--- config.mk ---
export PLATFORM = sky130hd
export DESIGN_NAME = menu_index_fetch
export DESIGN_NICKNAME = d
export VERILOG_FILES = /design/src/rtl/menu_pkg.sv /design/src/rtl/menu_rom.sv /design/src/rtl/menu_index_fetch.sv
export SDC_FILE = /design/constraint.sdc
export NUM_CORES = 1
export LEC_CHECK = 0
export ABC_AREA = 1
export ABC_CLOCK_PERIOD_IN_PS = 6070
export CELL_PAD_IN_SITES_DETAIL_PLACEMENT = 1
export CELL_PAD_IN_SITES_GLOBAL_PLACEMENT = 1
export CORE_ASPECT_RATIO = 0.6
export CORE_MARGIN = 3
export CORE_UTILIZATION = 42
export DETAILED_ROUTE_END_ITERATION = 16
export PLACE_DENSITY_LB_ADDON = 0.25
export SYNTH_ARGS = -nofsm -noshare
export SYNTH_HDL_FRONTEND = slang
export SYNTH_SLANG_ARGS = --single-unit
export TNS_END_PERCENT = 1
--- constraint.sdc ---
create_clock -name Clk -period 6.07 [get_ports Clk]
set_clock_uncertainty 0.05 [all_clocks]
set_input_delay 1.214 -clock Clk [delete_from_list [all_inputs] [get_ports Clk]]
set_output_delay 1.214 -clock Clk [all_outputs]
set_load 0.05 [all_outputs]
--- src/rtl/menu_pkg.sv ---
// Shared constants, FSM encoding and menu artwork for menu_index_fetch.
// Optional highlight blink is enabled by defining MENU_BLINK_EN.
package menu_pkg;

    localparam int IMG_W     = 160;
    localparam int IMG_H     = 120;
    localparam int ROM_DEPTH = IMG_W * IMG_H;

    localparam logic [3:0] INDEX_BG = 4'h4;
    localparam logic [3:0] INDEX_HL = 4'h3;

    localparam int BLINK_LOG2 = 4;

    localparam logic [7:0] KEY_W     = 8'h1A;
    localparam logic [7:0] KEY_S     = 8'h16;
    localparam logic [7:0] KEY_ENTER = 8'h28;

    // Inclusive screen-space button bounds, element b is button b.
    localparam logic [2:0][9:0] BTN_X0 = {10'd240, 10'd240, 10'd240};
    localparam logic [2:0][9:0] BTN_X1 = {10'd399, 10'd399, 10'd399};
    localparam logic [2:0][9:0] BTN_Y0 = {10'd320, 10'd260, 10'd200};
    localparam logic [2:0][9:0] BTN_Y1 = {10'd359, 10'd299, 10'd239};

    typedef enum logic [1:0] {SEL0, SEL1, SEL2, LOCKED} menu_sel_t;

    // Menu image texel at a ROM address: dithered backdrop, a title
    // band, and three bordered button faces drawn with INDEX_BG.
    function automatic logic [3:0] menu_texel(input logic [14:0] a);
        int ai;
        int tx;
        int ty;
        int x0;
        int x1;
        int y0;
        int y1;
        logic [3:0] t;
        ai = int'(a);
        tx = ai % IMG_W;
        ty = ai / IMG_W;
        t  = 4'h7 ^ {ty[0], 2'b00, tx[0]};
        if (ty >= 10 && ty < 20 && tx >= 40 && tx < 120)
            t = 4'h2;
        for (int b = 0; b < 3; b++) begin
            x0 = int'(BTN_X0[b]) / 4;
            x1 = int'(BTN_X1[b]) / 4;
            y0 = int'(BTN_Y0[b]) / 4;
            y1 = int'(BTN_Y1[b]) / 4;
            if (tx >= x0 && tx <= x1 && ty >= y0 && ty <= y1)
                t = (tx == x0 || tx == x1 || ty == y0 || ty == y1)
                    ? 4'h1 : INDEX_BG;
        end
        if (ai >= ROM_DEPTH)
            t = 4'h0;
        return t;
    endfunction

endpackage

--- src/rtl/menu_rom.sv ---
// 19200x4 synchronous-read menu image ROM, one-cycle read latency.
// Contents come from menu_texel; the read register is not reset.
module menu_rom
    import menu_pkg::*;
(
    input  logic        Clk,
    input  logic [14:0] addr,
    output logic [3:0]  data
);

    // Registered read so the ROM maps onto block memory.
    always_ff @(posedge Clk)
        data <= menu_texel(addr);

endmodule

--- src/rtl/menu_index_fetch.sv ---
// Pixel-to-palette-index pipeline with keyboard button selection.
// Define MENU_BLINK_EN to make the highlight blink every 16 frames.
module menu_index_fetch
    import menu_pkg::*;
(
    input  logic       Clk,
    input  logic       Reset_n,
    input  logic [9:0] DrawX,
    input  logic [9:0] DrawY,
    input  logic       blank_in,
    input  logic       menu_en,
    input  logic [7:0] keycode,
    output logic [3:0] index_out,
    output logic       blank_out,
    output logic [1:0] sel_id,
    output logic       sel_valid
);

    menu_sel_t   state;
    logic [7:0]  key_prev;
    logic        key_edge;
    logic [1:0]  sel_up;
    logic [1:0]  sel_dn;
    logic        hl_on;
    logic        in_range;
    logic [2:0]  in_btn;
    logic        sel_btn;
    logic [14:0] addr_c;
    logic [14:0] s1_addr;
    logic        s1_hit;
    logic        s1_blank;
    logic        s2_hit;
    logic        s2_blank;
    logic [3:0]  rom_data;

    assign in_range = (DrawX < 10'd640) && (DrawY < 10'd480);
    assign addr_c   = in_range
        ? 15'(DrawY[9:2]) * 15'(IMG_W) + 15'(DrawX[9:2])
        : '0;

    // Which button rectangles contain the current pixel.
    always_comb begin
        for (int b = 0; b < 3; b++)
            in_btn[b] = in_range
                && DrawX >= BTN_X0[b] && DrawX <= BTN_X1[b]
                && DrawY >= BTN_Y0[b] && DrawY <= BTN_Y1[b];
    end

    // Pick the rectangle belonging to the selected button.
    always_comb begin
        sel_btn = 1'b0;
        case (sel_id)
            2'd0:    sel_btn = in_btn[0];
            2'd1:    sel_btn = in_btn[1];
            2'd2:    sel_btn = in_btn[2];
            default: sel_btn = 1'b0;
        endcase
    end

`ifdef MENU_BLINK_EN
    logic [BLINK_LOG2:0] frame_cnt;

    // Count frames at the top-left pixel to pace the blink.
    always_ff @(posedge Clk or negedge Reset_n) begin
        if (!Reset_n)
            frame_cnt <= '0;
        else if (DrawX == 10'd0 && DrawY == 10'd0)
            frame_cnt <= frame_cnt + {{BLINK_LOG2{1'b0}}, 1'b1};
    end

    assign hl_on = frame_cnt[BLINK_LOG2] || (state == LOCKED);
`else
    assign hl_on = 1'b1;
`endif

    // Stage 1: address, highlight eligibility and blank.
    always_ff @(posedge Clk or negedge Reset_n) begin
        if (!Reset_n) begin
            s1_addr  <= '0;
            s1_hit   <= 1'b0;
            s1_blank <= 1'b0;
        end else begin
            s1_addr  <= addr_c;
            s1_hit   <= sel_btn && hl_on;
            s1_blank <= blank_in;
        end
    end

    menu_rom u_rom (
        .Clk  (Clk),
        .addr (s1_addr),
        .data (rom_data)
    );

    // Stage 2: carry side info alongside the ROM read.
    always_ff @(posedge Clk or negedge Reset_n) begin
        if (!Reset_n) begin
            s2_hit   <= 1'b0;
            s2_blank <= 1'b0;
        end else begin
            s2_hit   <= s1_hit;
            s2_blank <= s1_blank;
        end
    end

    // Stage 3: highlight substitution and blanking.
    always_ff @(posedge Clk or negedge Reset_n) begin
        if (!Reset_n) begin
            index_out <= '0;
            blank_out <= 1'b0;
        end else begin
            blank_out <= s2_blank;
            if (!s2_blank)
                index_out <= '0;
            else if (s2_hit && rom_data == INDEX_BG)
                index_out <= INDEX_HL;
            else
                index_out <= rom_data;
        end
    end

    assign key_edge = (keycode != 8'h00) && (key_prev == 8'h00);
    assign sel_up   = (sel_id == 2'd0) ? 2'd2 : sel_id - 2'd1;
    assign sel_dn   = (sel_id == 2'd2) ? 2'd0 : sel_id + 2'd1;

    // Selection FSM; leaving the menu overrides any key press.
    always_ff @(posedge Clk or negedge Reset_n) begin
        if (!Reset_n) begin
            state     <= SEL0;
            sel_id    <= 2'd0;
            sel_valid <= 1'b0;
            key_prev  <= 8'h00;
        end else begin
            key_prev  <= keycode;
            sel_valid <= 1'b0;
            if (!menu_en) begin
                state  <= SEL0;
                sel_id <= 2'd0;
            end else if (key_edge && state != LOCKED) begin
                unique case (1'b1)
                    keycode == KEY_W: begin
                        state  <= menu_sel_t'(sel_up);
                        sel_id <= sel_up;
                    end
                    keycode == KEY_S: begin
                        state  <= menu_sel_t'(sel_dn);
                        sel_id <= sel_dn;
                    end
                    keycode == KEY_ENTER: begin
                        state     <= LOCKED;
                        sel_valid <= 1'b1;
                    end
                    default: ;
                endcase
            end
        end
    end

endmodule

==> results of run 1 <==
-- stage by stage --
| step | instances | utilization |
|---|---|---|
| after floorplan | 671 | - |
| after global placement | 926 | 0.5519 |
| after detailed placement | 926 | 0.5519 |
| after CTS | 972 | 0.6558 |
-- repair_timing --
item / 4_1_cts
pin swaps: 70
resized for setup: 136
setup buffers: 35
setup endpoints to repair: 4
cloned: 3
-- cell families after synthesis --
kind of cell | after synthesis | synth area share
compound gates | 61 | 0.08315
fa+ha+maj | 22 | 0.06697
buf+inv | 119 | 0.1132
simple gates | 416 | 0.4804
xor+xnor | 12 | 0.02425
flops | 41 | 0.2321
-- per-layer routing --
metal / track usage / GRT overflow
met4: 0.7935 / 36
met2: 0.9151 / 83
met3: 0.5641 / 0
met1: 0.7664 / 0
met5: 0.1026 / 1
==> results.sh, run 1 <==
export IMPL_start_util=0.4356
export IMPL_ys_flop_type="dfrtp_1"
export IMPL_synth_area_per_cell_um2=6.459
export IMPL_ios=40
export IMPL_dieWidth_um=137.1
export IMPL_worst_endpoint="u_rom.data[2]$_SDFF_PP0_/D"
export IMPL_yosys_warnings=0
export IMPL_synthesis_nets=725
export IMPL_synth_edf_count=0
export IMPL_status="aborted with a tool error"
export IMPL_routabilityCongestion=0.8256
export IMPL_yosys_top_cells_count="173 x nand2_1, 102 x inv_1, 67 x nor2_1"
export IMPL_die_height_um=84.69
export IMPL_cts_sinks=41
export IMPL_h_tree_depth=2
export IMPL_grt_max_degree=38
export IMPL_hold_buffers=0
export IMPL_worst_endpoint_kind="sequential cell input"
export IMPL_placed_area_mm2=0.005492
export IMPL_synth_most_common_cell="nand2_1"
export IMPL_synthTopCellsByArea="dfrtp_1 21%, nand2_1 15%, inv_1 8.8%, nand3_1 7.6%, nor2_1 5.8%"
export IMPL_syn_area_mm2=0.004334
export IMPL_hpwl_um=12370
export IMPL_clockRootBuffer="clkbuf_16"
export IMPL_grt_use_total=0.7503
export IMPL_grt_ovfl_total=120
export IMPL_numCtsBuffers=5
export IMPL_place_ws_ns=-0.5738
export IMPL_num_rows=28
export IMPL_yosysTopAreaCellShare=0.2136
export IMPL_synth_top_cell_by_area="dfrtp_1"
export IMPL_synth_yosys_seq_area_share=0.2321
export IMPL_synthArstFlopShare=0.9024
export IMPL_netlist_instances=671
export IMPL_error="[ERROR GRT-0232] Routing congestion too high. Check the congestion heatmap in the GUI."
export IMPL_synth_seq_cells=41
export IMPL_ys_types=49
export IMPL_haltStage="global routing"
export IMPL_port_buffers=35
export IMPL_cts_buffer_depth=2
==> run 2: changes to the inputs <==
CELL_PAD_IN_SITES_DETAIL_PLACEMENT = not set   (was 1)
CELL_PAD_IN_SITES_GLOBAL_PLACEMENT = not set   (was 1)
CORE_ASPECT_RATIO = not set   (was 0.6)
CORE_UTILIZATION = 30   (was 42)
PLACE_DENSITY_LB_ADDON = 0.15   (was 0.25)
==> results.sh, run 2 <==
export IMPL_yosysTopAreaCellShare=0.2136
export IMPL_grt_max_degree=38
export IMPL_cts_clk_slew_worst_paths_ns=0.06
export IMPL_largestRegisters="s1_addr: 15 flops, key_prev: 8 flops"
export IMPL_synth_most_common_cell="nand2_1"
export IMPL_largest_reg_flops=15
export IMPL_synthTopCellsByArea="dfrtp_1 21%, nand2_1 15%, inv_1 8.8%, nand3_1 7.6%, nor2_1 5.8%"
export IMPL_cts_buffer_depth=2
export IMPL_antenna_found_initial=0
export IMPL_final_antenna_net_count=0
export IMPL_synth_yosys_seq_area_share=0.2321
export IMPL_grt_ovfl_total=0
export IMPL_critPathMaxStageDelay_ns=0.38
export IMPL_syn_area_mm2=0.004334
export IMPL_tightest_slew_ns=0.8141
export IMPL_avgRoutedWirePerCell_um=11.08
export IMPL_crit_fanout=9
export IMPL_die_height_um=126.2
export IMPL_ys_flop_type="dfrtp_1"
export IMPL_synthArstFlopShare=0.9024
export IMPL_synth_edf_count=0
export IMPL_drv_cap=0
export IMPL_hold_buffers=0
export IMPL_critical_path_top_delay_family="simple AND/OR/NAND/NOR gates"
export IMPL_ys_types=49
export IMPL_cp_required_ns=6.19
export IMPL_port_buffers=35
export IMPL_ios=40
export IMPL_synth_seq_cells=41
export IMPL_hp_start="s1_blank"
export IMPL_final_cell_mix="158 x nand2_1, 100 x inv_1, 93 x buf_4"
export IMPL_drv_slew=0
export IMPL_numCtsBuffers=5
export IMPL_routabilityCongestion=0.8490
export IMPL_cpMostUsedCell="nand2_1"
export IMPL_vias_per_cell=4.693
export IMPL_path_class="reg -> reg"
export IMPL_firstDrtPassIters=4
export IMPL_vias=4632
export IMPL_dp_cells=966
export IMPL_dieArea_mm2=0.01593
export IMPL_synthesis_nets=725
export IMPL_grt_pass1_wl_um=18920
export IMPL_netlist_instances=671
export IMPL_cts_tree="done"
export IMPL_wl_um=10940
export IMPL_instances_no_fill=987
export IMPL_area_growth_pct=39.41
export IMPL_critPathArrivalTime_ns=5.92
export IMPL_final_common_cell="nand2_1"
export IMPL_core_area_mm2=0.01399
export IMPL_path_buf_inv=10
export IMPL_drt_initial_drc_count=182
export IMPL_final_nets=860
export IMPL_cp_startpoint="s1_addr[12]"
export IMPL_grt_pass1_vias=4431
export IMPL_hpwl_um=8903
export IMPL_fin_crit_sh=0.9554
export IMPL_grt_use_total=0.1347
export IMPL_h_tree_depth=2
export IMPL_fill_cells=1446
export IMPL_largest_register="s1_addr"
export IMPL_yosys_warnings=0
export IMPL_yosys_top_cells_count="173 x nand2_1, 102 x inv_1, 67 x nor2_1"
export IMPL_clk_latency_ns=0.28
export IMPL_start_util=0.3098
export IMPL_drive_gt1_frac=0.2565
export IMPL_rsz0062_at_grt="yes"
export IMPL_num_rows=43
export IMPL_start_kind="flip-flop"
export IMPL_setup_viol=0
export IMPL_cp_end_kind="flip-flop"
export IMPL_hold_viol=0
export IMPL_n_antenna_cell=0
export IMPL_cts_sinks=41
export IMPL_synth_top_cell_by_area="dfrtp_1"
export IMPL_status="finished clean"
export IMPL_critPathSlowestCell="dfrtp_1"
export IMPL_period_needed_ns=5.800
export IMPL_dieWidth_um=126.2
export IMPL_hp_class="reg -> reg"
export IMPL_reg2reg_from="s1_addr[12]"
export IMPL_synth_area_per_cell_um2=6.459
export IMPL_drc=0
export IMPL_relSlewSlack=0.4573
export IMPL_fmax_mhz=172.4
export IMPL_clockRootBuffer="clkbuf_16"
## run 2: cell counts after synthesis
Identical to the previous run, type by type.
## run 2: cell families (layout without fill, tap and decap cells)
family	Yosys count	after routing	synth area share
DFF	41	41	0.2321
xor gates and xnor gates	12	12	0.02425
AOI/OAI and AO/OA	61	61	0.08315
adders and majority gates	22	22	0.06697
and+or+nand+nor	416	417	0.4804
buffers and inverters	119	254	0.1132
## run 2: what timing repair did
action | 4_1_cts | 5_1_grt
cloned | 0 | 1
pin swaps | 1 | 26
setup buffers | 1 | 11
setup endpoints to repair | 2 | 4
gates resized for setup | 3 | 54
## run 2: metrics by stage
step	setup slack [ns]	util	cell area [um^2]	TNS, ns	hold WS, ns
3_5_place_dp	-0.03725	0.3939	5510	-0.03725	0.2847
2_1_floorplan	0.4656	-	4334	0	0.2812
3_3_place_gp	0.05841	0.3939	5510	0	0.2861
4_1_cts	0.003973	0.4096	5729	0	0.2986
5_1_grt	-0.3141	0.4319	6042	-1.091	0.3063
6_report	0.2704	0.4319	6042	0	0.2982
## run 2: layout make-up
class,count,area (um^2),share of cell area
multi-input combinational,512,3054,0.5055
timing repair buffer,136,1147,0.1899
sequential,41,1006,0.1665
inverter,110,415.4,0.06875
tap,180,225.2,0.03727
clock buffer,5,125.1,0.02071
clock inverter,3,68.82,0.01139
## run 2: path summary, 6_finish.rpt
kind | end | slack, ns | cells past startpoint
worst max-delay path | u_rom.data[0] | 0.27 | 48
worst min-delay path | s2_blank | 0.30 | 0
worst max register to register | u_rom.data[0] | 0.27 | 48
worst min register to register | s2_blank | 0.30 | 0
max in group asynchronous | s1_addr[8] | 4.47 | 1
min in group asynchronous | index_out[1] | 0.98 | 1
## run 2: per-layer routing
layer,track usage,share of wire
met5,0,0
met4,0.02902,0.0083
met3,0.01018,0.014
met2,0.2397,0.49
met1,0.1788,0.49
Power of run 2 is left out: the tool's default activity adds up to more than one toggle a clock period on the data nets, which glitch-free logic cannot reach.
==> run 3: changes to the inputs <==
CTS_CLUSTER_SIZE = 10   (was not set)
PLACE_DENSITY = 0.46   (was not set)
PLACE_DENSITY_LB_ADDON = not set   (was 0.15)
==> results.sh, run 3 (synthesis gave the netlist of run 2 again) <==
export IMPL_antenna_found_initial=0
export IMPL_grt_pass1_wl_um=19660
export IMPL_vias=4834
export IMPL_seq_area_mm2=0.001006
export IMPL_fin_crit_sh=0.9705
export IMPL_setup_viol=0
export IMPL_r2r_slack_ns=0.18
export IMPL_area_growth_pct=52.14
export IMPL_fmax_mhz=169.8
export IMPL_rsz0062_at_grt="yes"
export IMPL_grt_ovfl_total=0
export IMPL_hold_depth=0
export IMPL_hpwl_um=9209
export IMPL_timing_rr_end="u_rom.data[0]"
export IMPL_ios=40
export IMPL_start_kind="flip-flop"
export IMPL_instances_no_fill=1023
export IMPL_critPathMaxStageDelay_ns=0.38
export IMPL_core_area_mm2=0.01399
export IMPL_num_rows=43
export IMPL_routabilityCongestion=0.8476
export IMPL_port_buffers=35
export IMPL_final_nets=896
export IMPL_crit_fanout=7
export IMPL_period_needed_ns=5.891
export IMPL_cp_end_kind="flip-flop"
export IMPL_dp_cells=981
export IMPL_tightest_slew_ns=0.7817
export IMPL_critPathArrivalTime_ns=6.01
export IMPL_rr_worst_depth=40
export IMPL_final_antenna_net_count=0
export IMPL_drv_slew=0
export IMPL_drt_initial_drc_count=161
export IMPL_drv_cap=0
export IMPL_clockRootBuffer="clkbuf_16"
export IMPL_final_cell_mix="137 x nand2_1, 127 x buf_4, 95 x inv_1"
export IMPL_firstDrtPassIters=5
export IMPL_cts_sinks=41
export IMPL_largestRegisters="s1_addr: 15 flops, key_prev: 8 flops"
export IMPL_grt_pass1_vias=4547
export IMPL_grt_max_degree=38
export IMPL_largest_reg_flops=15
export IMPL_cts_tree="done"
export IMPL_reg2reg_from="s1_addr[12]"
export IMPL_n_antenna_cell=0
export IMPL_multi_input_area_mm2=0.003359
export IMPL_start_util=0.3098
export IMPL_cts_buffer_depth=2
export IMPL_grt_use_total=0.1406
export IMPL_fill_cells=1421
export IMPL_relSlewSlack=0.4788
export IMPL_dieArea_mm2=0.01593
export IMPL_vias_per_cell=4.725
export IMPL_drc=0
export IMPL_status="finished clean"
export IMPL_avgRoutedWirePerCell_um=11.60
export IMPL_whs_endpoint="s2_blank"
export IMPL_drive_gt1_frac=0.3357
export IMPL_wl_um=11870
export IMPL_hp_class="reg -> reg"
export IMPL_hold_viol=0
export IMPL_final_common_cell="nand2_1"
export IMPL_largest_register="s1_addr"
export IMPL_critPathSlowestCell="dfrtp_1"
export IMPL_clk_latency_ns=0.28
export IMPL_hp_start="s1_blank"
export IMPL_h_tree_depth=2
export IMPL_cpMostUsedCell="nand2_4"
export IMPL_cp_required_ns=6.18
export IMPL_path_class="reg -> reg"
export IMPL_cts_clk_slew_worst_paths_ns=0.06
export IMPL_dieWidth_um=126.2
export IMPL_numCtsBuffers=5
export IMPL_die_height_um=126.2
run 3: changes by cell type in the layout (fill, tap and decap cells not counted), sizes merged:
cell / delta
buf: +36
bufinv: -1
clkinvlp: +1
inv: -1
nand2: +1
run 3: worst max-delay path, delay by kind of cell (launching register included):
kind	cells	cell delay (ns)
and+or+nand+nor	31	4.18
buffers and inverters	3	0.41
adders and majority gates	1	0.22
AOI/OAI and AO/OA	5	0.50
DFF	1	0.38
run 3: worst max path at each step:
| stage | from | end | cells past startpoint |
|---|---|---|---|
| floorplan | s1_addr[12] | u_rom.data[0] | 44 |
| finish | s1_addr[12] | u_rom.data[0] | 40 |
| global route | s1_addr[12] | u_rom.data[0] | 44 |
| global placement | s1_addr[12] | u_rom.data[0] | 44 |
| CTS | s1_addr[12] | u_rom.data[0] | 43 |
| detailed placement | s1_addr[12] | u_rom.data[0] | 42 |
run 3: area by class of cell:
type                            instances  area share
Clock buffer                            6     0.02106
Inverter                              110     0.06338
Multi-Input combinational cell        513      0.5095
Clock inverter                          2    0.005693
Timing Repair Buffer                  171      0.2137
Tap cell                              180     0.03416
Sequential cell                        41      0.1526
run 3: what timing repair did:
item | CTS | global route
pin swaps | 0 | 64
hold buffers | 0 | 0
endpoints found under the setup margin | 4 | 4
cloned | 0 | 2
buffers inserted | 0 | 32
gates resized for setup | 5 | 127
run 3: per-layer routing:
metal / up-vias / global-route usage / share of wire
li1: 2547 / - / -
met1: 2228 / 0.1891 / 0.47
met2: 45 / 0.2429 / 0.50
met3: 14 / 0.01357 / 0.016
met4: 0 / 0.03470 / 0.014
met5: - / 0 / 0
run 3: through the flow:
| stage | TNS, ns | utilization | hold slack, ns | setup slack (ns) | area [um^2] |
|---|---|---|---|---|---|
| after global routing | -1.306 | 0.4714 | 0.3182 | -0.3479 | 6594 |
| final | 0 | 0.4714 | 0.3049 | 0.1793 | 6594 |
| after CTS | 0 | 0.4166 | 0.3088 | 0.002878 | 5828 |
| after global placement | -0.01697 | 0.4020 | 0.2864 | -0.01660 | 5623 |
| after detailed placement | -0.07773 | 0.4020 | 0.2918 | -0.04935 | 5623 |
| after floorplan | 0 | - | 0.2812 | 0.4656 | 4334 |
Power of run 3 is left out for the same reason.
